$ cat src/rtl/imem_loader.sv
// Instruction-memory loader: takes a length byte plus big-endian instruction bytes over
// valid/ready and writes them as 32-bit words from BaseAddr upward, holding the pipeline meanwhile.
module imem_loader #(
  parameter int unsigned BaseAddr = 100,
  parameter int unsigned MaxWords = 7
) (
  input  logic        clock_i,
  input  logic        reset_i,
  input  logic        start_i,
  input  logic [7:0]  in_byte_i,
  input  logic        in_valid_i,
  output logic        in_ready_o,
  output logic        imem_we_o,
  output logic [31:0] imem_addr_o,
  output logic [31:0] imem_wdata_o,
  output logic        hold_o,
  output logic        done_o,
  output logic        error_o,
  output logic [7:0]  loaded_count_o
);

  typedef enum logic [2:0] {StIdle, StLen, StData, StWrite, StDone, StErr} state_e;

  state_e      state_q;
  logic [7:0]  n_q;
  logic [7:0]  word_idx_q;
  logic [1:0]  byte_idx_q;
  logic [31:0] word_q;
  logic        in_ready_q;
  logic        imem_we_q;
  logic [31:0] imem_addr_q;
  logic [31:0] imem_wdata_q;
  logic        hold_q;
  logic        done_q;
  logic        error_q;
  logic [7:0]  count_q;

  logic        accept;
  logic [31:0] word_next;
  logic [31:0] addr_next;

  assign accept    = in_valid_i & in_ready_q;
  assign word_next = {word_q[23:0], in_byte_i};
  assign addr_next = 32'(BaseAddr) + {22'd0, word_idx_q, 2'b00};

  always_ff @(posedge clock_i) begin
    if (reset_i) begin
      state_q      <= StIdle;
      n_q          <= 8'd0;
      word_idx_q   <= 8'd0;
      byte_idx_q   <= 2'd0;
      word_q       <= 32'd0;
      in_ready_q   <= 1'b0;
      imem_we_q    <= 1'b0;
      imem_addr_q  <= 32'd0;
      imem_wdata_q <= 32'd0;
      hold_q       <= 1'b0;
      done_q       <= 1'b0;
      error_q      <= 1'b0;
      count_q      <= 8'd0;
    end else begin
      // Strobes are one-cycle; each state that wants them re-asserts on entry.
      imem_we_q <= 1'b0;
      done_q    <= 1'b0;
      unique case (state_q)
        StIdle: begin
          if (start_i) begin
            state_q    <= StLen;
            in_ready_q <= 1'b1;
            hold_q     <= 1'b1;
            error_q    <= 1'b0;
            count_q    <= 8'd0;
          end
        end
        StLen: begin
          if (accept) begin
            if (in_byte_i == 8'd0) begin
              state_q    <= StDone;
              in_ready_q <= 1'b0;
              done_q     <= 1'b1;
            end else if (in_byte_i > 8'(MaxWords)) begin
              state_q    <= StErr;
              in_ready_q <= 1'b0;
              error_q    <= 1'b1;
            end else begin
              state_q    <= StData;
              n_q        <= in_byte_i;
              byte_idx_q <= 2'd0;
              word_idx_q <= 8'd0;
            end
          end
        end
        StData: begin
          if (accept) begin
            word_q     <= word_next;
            byte_idx_q <= byte_idx_q + 2'd1;
            if (byte_idx_q == 2'd3) begin
              state_q      <= StWrite;
              in_ready_q   <= 1'b0;
              imem_we_q    <= 1'b1;
              imem_addr_q  <= addr_next;
              imem_wdata_q <= word_next;
            end
          end
        end
        StWrite: begin
          word_idx_q <= word_idx_q + 8'd1;
          count_q    <= count_q + 8'd1;
          if (word_idx_q + 8'd1 == n_q) begin
            state_q <= StDone;
            done_q  <= 1'b1;
          end else begin
            state_q    <= StData;
            in_ready_q <= 1'b1;
            byte_idx_q <= 2'd0;
          end
        end
        StDone: begin
          state_q <= StIdle;
          hold_q  <= 1'b0;
        end
        StErr: begin
          state_q <= StIdle;
          hold_q  <= 1'b0;
        end
        default: begin
          state_q    <= StIdle;
          in_ready_q <= 1'b0;
          hold_q     <= 1'b0;
        end
      endcase
    end
  end

  assign in_ready_o     = in_ready_q;
  assign imem_we_o      = imem_we_q;
  assign imem_addr_o    = imem_addr_q;
  assign imem_wdata_o   = imem_wdata_q;
  assign hold_o         = hold_q;
  assign done_o         = done_q;
  assign error_o        = error_q;
  assign loaded_count_o = count_q;

endmodule

$ cat config.mk
export PLATFORM = sky130hd
export DESIGN_NAME = imem_loader
export DESIGN_NICKNAME = d
export VERILOG_FILES = /design/src/rtl/imem_loader.sv
export SDC_FILE = /design/constraint.sdc
export NUM_CORES = 1
export LEC_CHECK = 0
export CAP_MARGIN = 20
export CORE_AREA = 5 5 85 146
export DETAILED_ROUTE_END_ITERATION = 10
export DIE_AREA = 0 0 90 151
export PLACE_DENSITY_LB_ADDON = 0.12
export SLEW_MARGIN = 20
export SYNTH_ARGS = -nofsm -noshare
export SYNTH_HDL_FRONTEND = slang
export SYNTH_SLANG_ARGS = --single-unit
$ cat constraint.sdc
create_clock -name clock_i -period 2 [get_ports clock_i]
set_clock_uncertainty 0.05 [all_clocks]
set_input_delay 0.4 -clock clock_i [delete_from_list [all_inputs] [get_ports clock_i]]
set_output_delay 0.4 -clock clock_i [all_outputs]
set_load 0.01 [all_outputs]
==> out/metrics.yaml <==
h-tree-depth: 3
drc_errors: 0
wl_per_cell_microns: 14.8
syn_area_sq_um: 4290
timing.fmax_mhz: 517
finalHoldViolations: 0
cp-start-kind: "register"
cpPeakStageDelay_ns: 0.38
area_growth_pct: 34.5
synth-edff-count: 0
diodes: 0
synth_warnings: 0
leakagePower_nw: 2.11
path_class: "reg2reg"
hpwl_mm: 8.44
grt_max_degree: 50
clk_pin_slew_worst_paths_ns: 0.07
cp_data_required_time_ns: 2.19
critPathCaptureType: "register"
min_from: "reset_i"
drt_iter0_markers: 146
slew-limit-headroom_pct: 52.1
start_util_pct: 38.9
rsz0062_at_grt: "false"
finalCritPeriodShare_pct: 96.8
ys_ff_latch: 99
cts_tree: "built"
overflow: 0
die_h_microns: 151
routed_wl_mm: 11.4
antenna_found_initial: 0
cts.sinks: 99
pin_count: 89
rrSetupSlack_ns: 0.06
slew_viol_final: 0
min_period_ns: 1.94
holdBufCountCts: 0
yosys.area.top_type_share_pct: 46.2
tightest_slew_ns: 0.711
fin_util_pct: 52.3
min_path_type: "in2reg"
cts.path.max_buffers: 2
crit_start: "word_idx_q[0]$_SDFFE_PP0P_"
cp_max_fo: 6
avgSynthCellArea_sq_um: 8.10
layout_setup_ws_ns: 0.0650
vias: 3863
cp_data_arrival_time_ns: 2.12
synth_area_leaders: "dfxtp_1, nand2_1, a21oi_1"
io_buffer_count: 65
cts-root-buf: "clkbuf_16"
numCtsBuffers: 9
top_usage_layer: "met2"
nets: 645
die_w_microns: 90
dr.pass1.iters: 4
setup_viol: 0
coreArea_sq_um: 11000
p_per_area_nw_per_um2: 823
grt_pass1_vias: 3696
ys_seq_area_share_pct: 46.2
async_flop_share_pct: 0
worstReg2RegStart: "word_idx_q[0]$_SDFFE_PP0P_"
use_met2_pct: 31.6
synthFlopType: "dfxtp_1"
dp_slack_ns: -0.352
grt_pass1_wl_mm: 18.0
clk_latency_ns: 0.34
viasPerCell: 5.04
grtUsageTotal_pct: 16.4
gp_congestion: 0.859
grt_use_met3_pct: 2.83
rows: 51
syn_inst: 530
worstPathCellList: "buf_4 > nand2_1 > a2111oi_2 > a2bb2oi_2 > a31oi_4 > mux2_4"
synth_area_leader_cell: "dfxtp_1"
ant_nets: 0
maxCapViolations: 0
slowest_stage: "a2111oi_2"
drive_gt1_share_pct: 15.6
dieArea_sq_um: 13600
ys_types: 53
outcome: "complete, no violations"
grtUsageMet1_pct: 17.3
ir_drop_uv: 687
-- cell families (layout without fill, tap and decap cells) --
| logic type | after synthesis | in the layout | share of synthesized area (%) |
|---|---|---|---|
| xor+xnor | 12 | 12 | 2.77 |
| buf+inv | 63 | 146 | 7.69 |
| simple gates | 221 | 221 | 22.8 |
| fa+ha+maj | 3 | 3 | 0.874 |
| other cells | 1 | 23 | 0.0874 |
| flops | 99 | 99 | 46.2 |
| mux | 8 | 8 | 2.07 |
| compound gates | 123 | 123 | 17.5 |
-- report_power, final --
group	switching [mW]	total, mW	internal, mW
clock network	0.805	1.92	1.12
logic	0.431	0.779	0.348
registers	0.0347	2.05	2.02
total	1.27	4.76	3.48
-- stage by stage --
step	cell area (sq um)	cells	TNS, ns	power, mW	hold slack [ns]
after global placement	5390	750	-5.06	2.85	0.390
final	5770	767	0	4.76	0.400
after global routing	5770	767	0	4.96	0.413
after CTS	5740	767	0	4.78	0.398
after detailed placement	5390	750	-5.32	2.86	0.396
after floorplan	4380	552	0	2.55	0.382
-- cells in the mapped netlist, types with 2 or more instances --
library cell / n
nand2_1: 135
dfxtp_1: 99
a21oi_1: 74
nor2_1: 32
clkbuf_1: 29
buf_4: 23
nand3_1: 12
nor3_1: 10
o21ai_0: 10
and3_1: 9
a211oi_1: 8
a311oi_1: 6
buf_2: 6
xnor2_1: 6
inv_1: 5
nand3b_1: 5
xor2_1: 5
mux2i_1: 4
a22oi_1: 3
a31oi_1: 3
a41oi_1: 3
and2_1: 3
ha_1: 3
mux2_2: 3
o21a_1: 3
nand4_1: 2
o211ai_1: 2
or3_1: 2
-- state kept, by name (all words and copies together) (netlist names) --
register        count
in_ready_o          1
n_q                 8
hold_o              1
byte_idx_q          2
word_idx_q          8
state_q             3
done_o              1
word_q             24
imem_wdata_o       32
error_o             1
imem_we_o           1
imem_addr_o         9
loaded_count_o      8
-- cell type report --
cell class / instances / area (sq um)
flip-flops and latches: 99 / 1990
well taps: 132 / 165
fillers: 1074 / 5270
inverters: 5 / 18.8
clock inverters: 7 / 106
repair buffers: 125 / 1170
clock buffers: 9 / 225
multi-input cells: 390 / 2100
-- what timing repair did --
action / in CTS / in global routing
resized for setup: 2 / 10
buffers inserted: 1 / 0
pin swaps: 3 / 1
endpoints found under the setup margin: 1 / 4
-- worst max-delay path, delay by kind of cell (launching register included) --
kind	cells	cell delay, ns
simple gates	1	0.09
compound gates	3	0.88
flops	1	0.36
buf+inv	1	0.15
mux	1	0.30
-- worst paths after layout --
kind	end	depth (start not counted)
min	n_q[0]$_SDFFE_PP0P_	2
min reg2reg	imem_wdata_o[28]$_SDFFE_PP0P_	2
max reg2reg	byte_idx_q[0]$_SDFFE_PP0P_	6
max	byte_idx_q[0]$_SDFFE_PP0P_	6
-- metal layers --
layer  vias to the layer above  part of all wire (%)
met4                         0                   2.1
met1                      1806                    39
met3                        14                   3.5
met5                         -                     0
met2                        81                    55
li1                       1962                     -
-- cells in the final DEF (no fill, tap or decap), types with 8 or more instances in the layout --
master,synthesis,final
nand2_1,135,134
nor3_1,10,10
a211oi_1,8,8
dfxtp_1,99,96
nor2_1,32,32
and3_1,9,8
clkdlybuf4s50_1,0,63
nand3_1,12,12
clkbuf_16,0,9
conb_1,1,23
o21ai_0,10,9
a21oi_1,74,74
buf_4,23,54
Note: power is estimated with default switching activity, not from simulation.
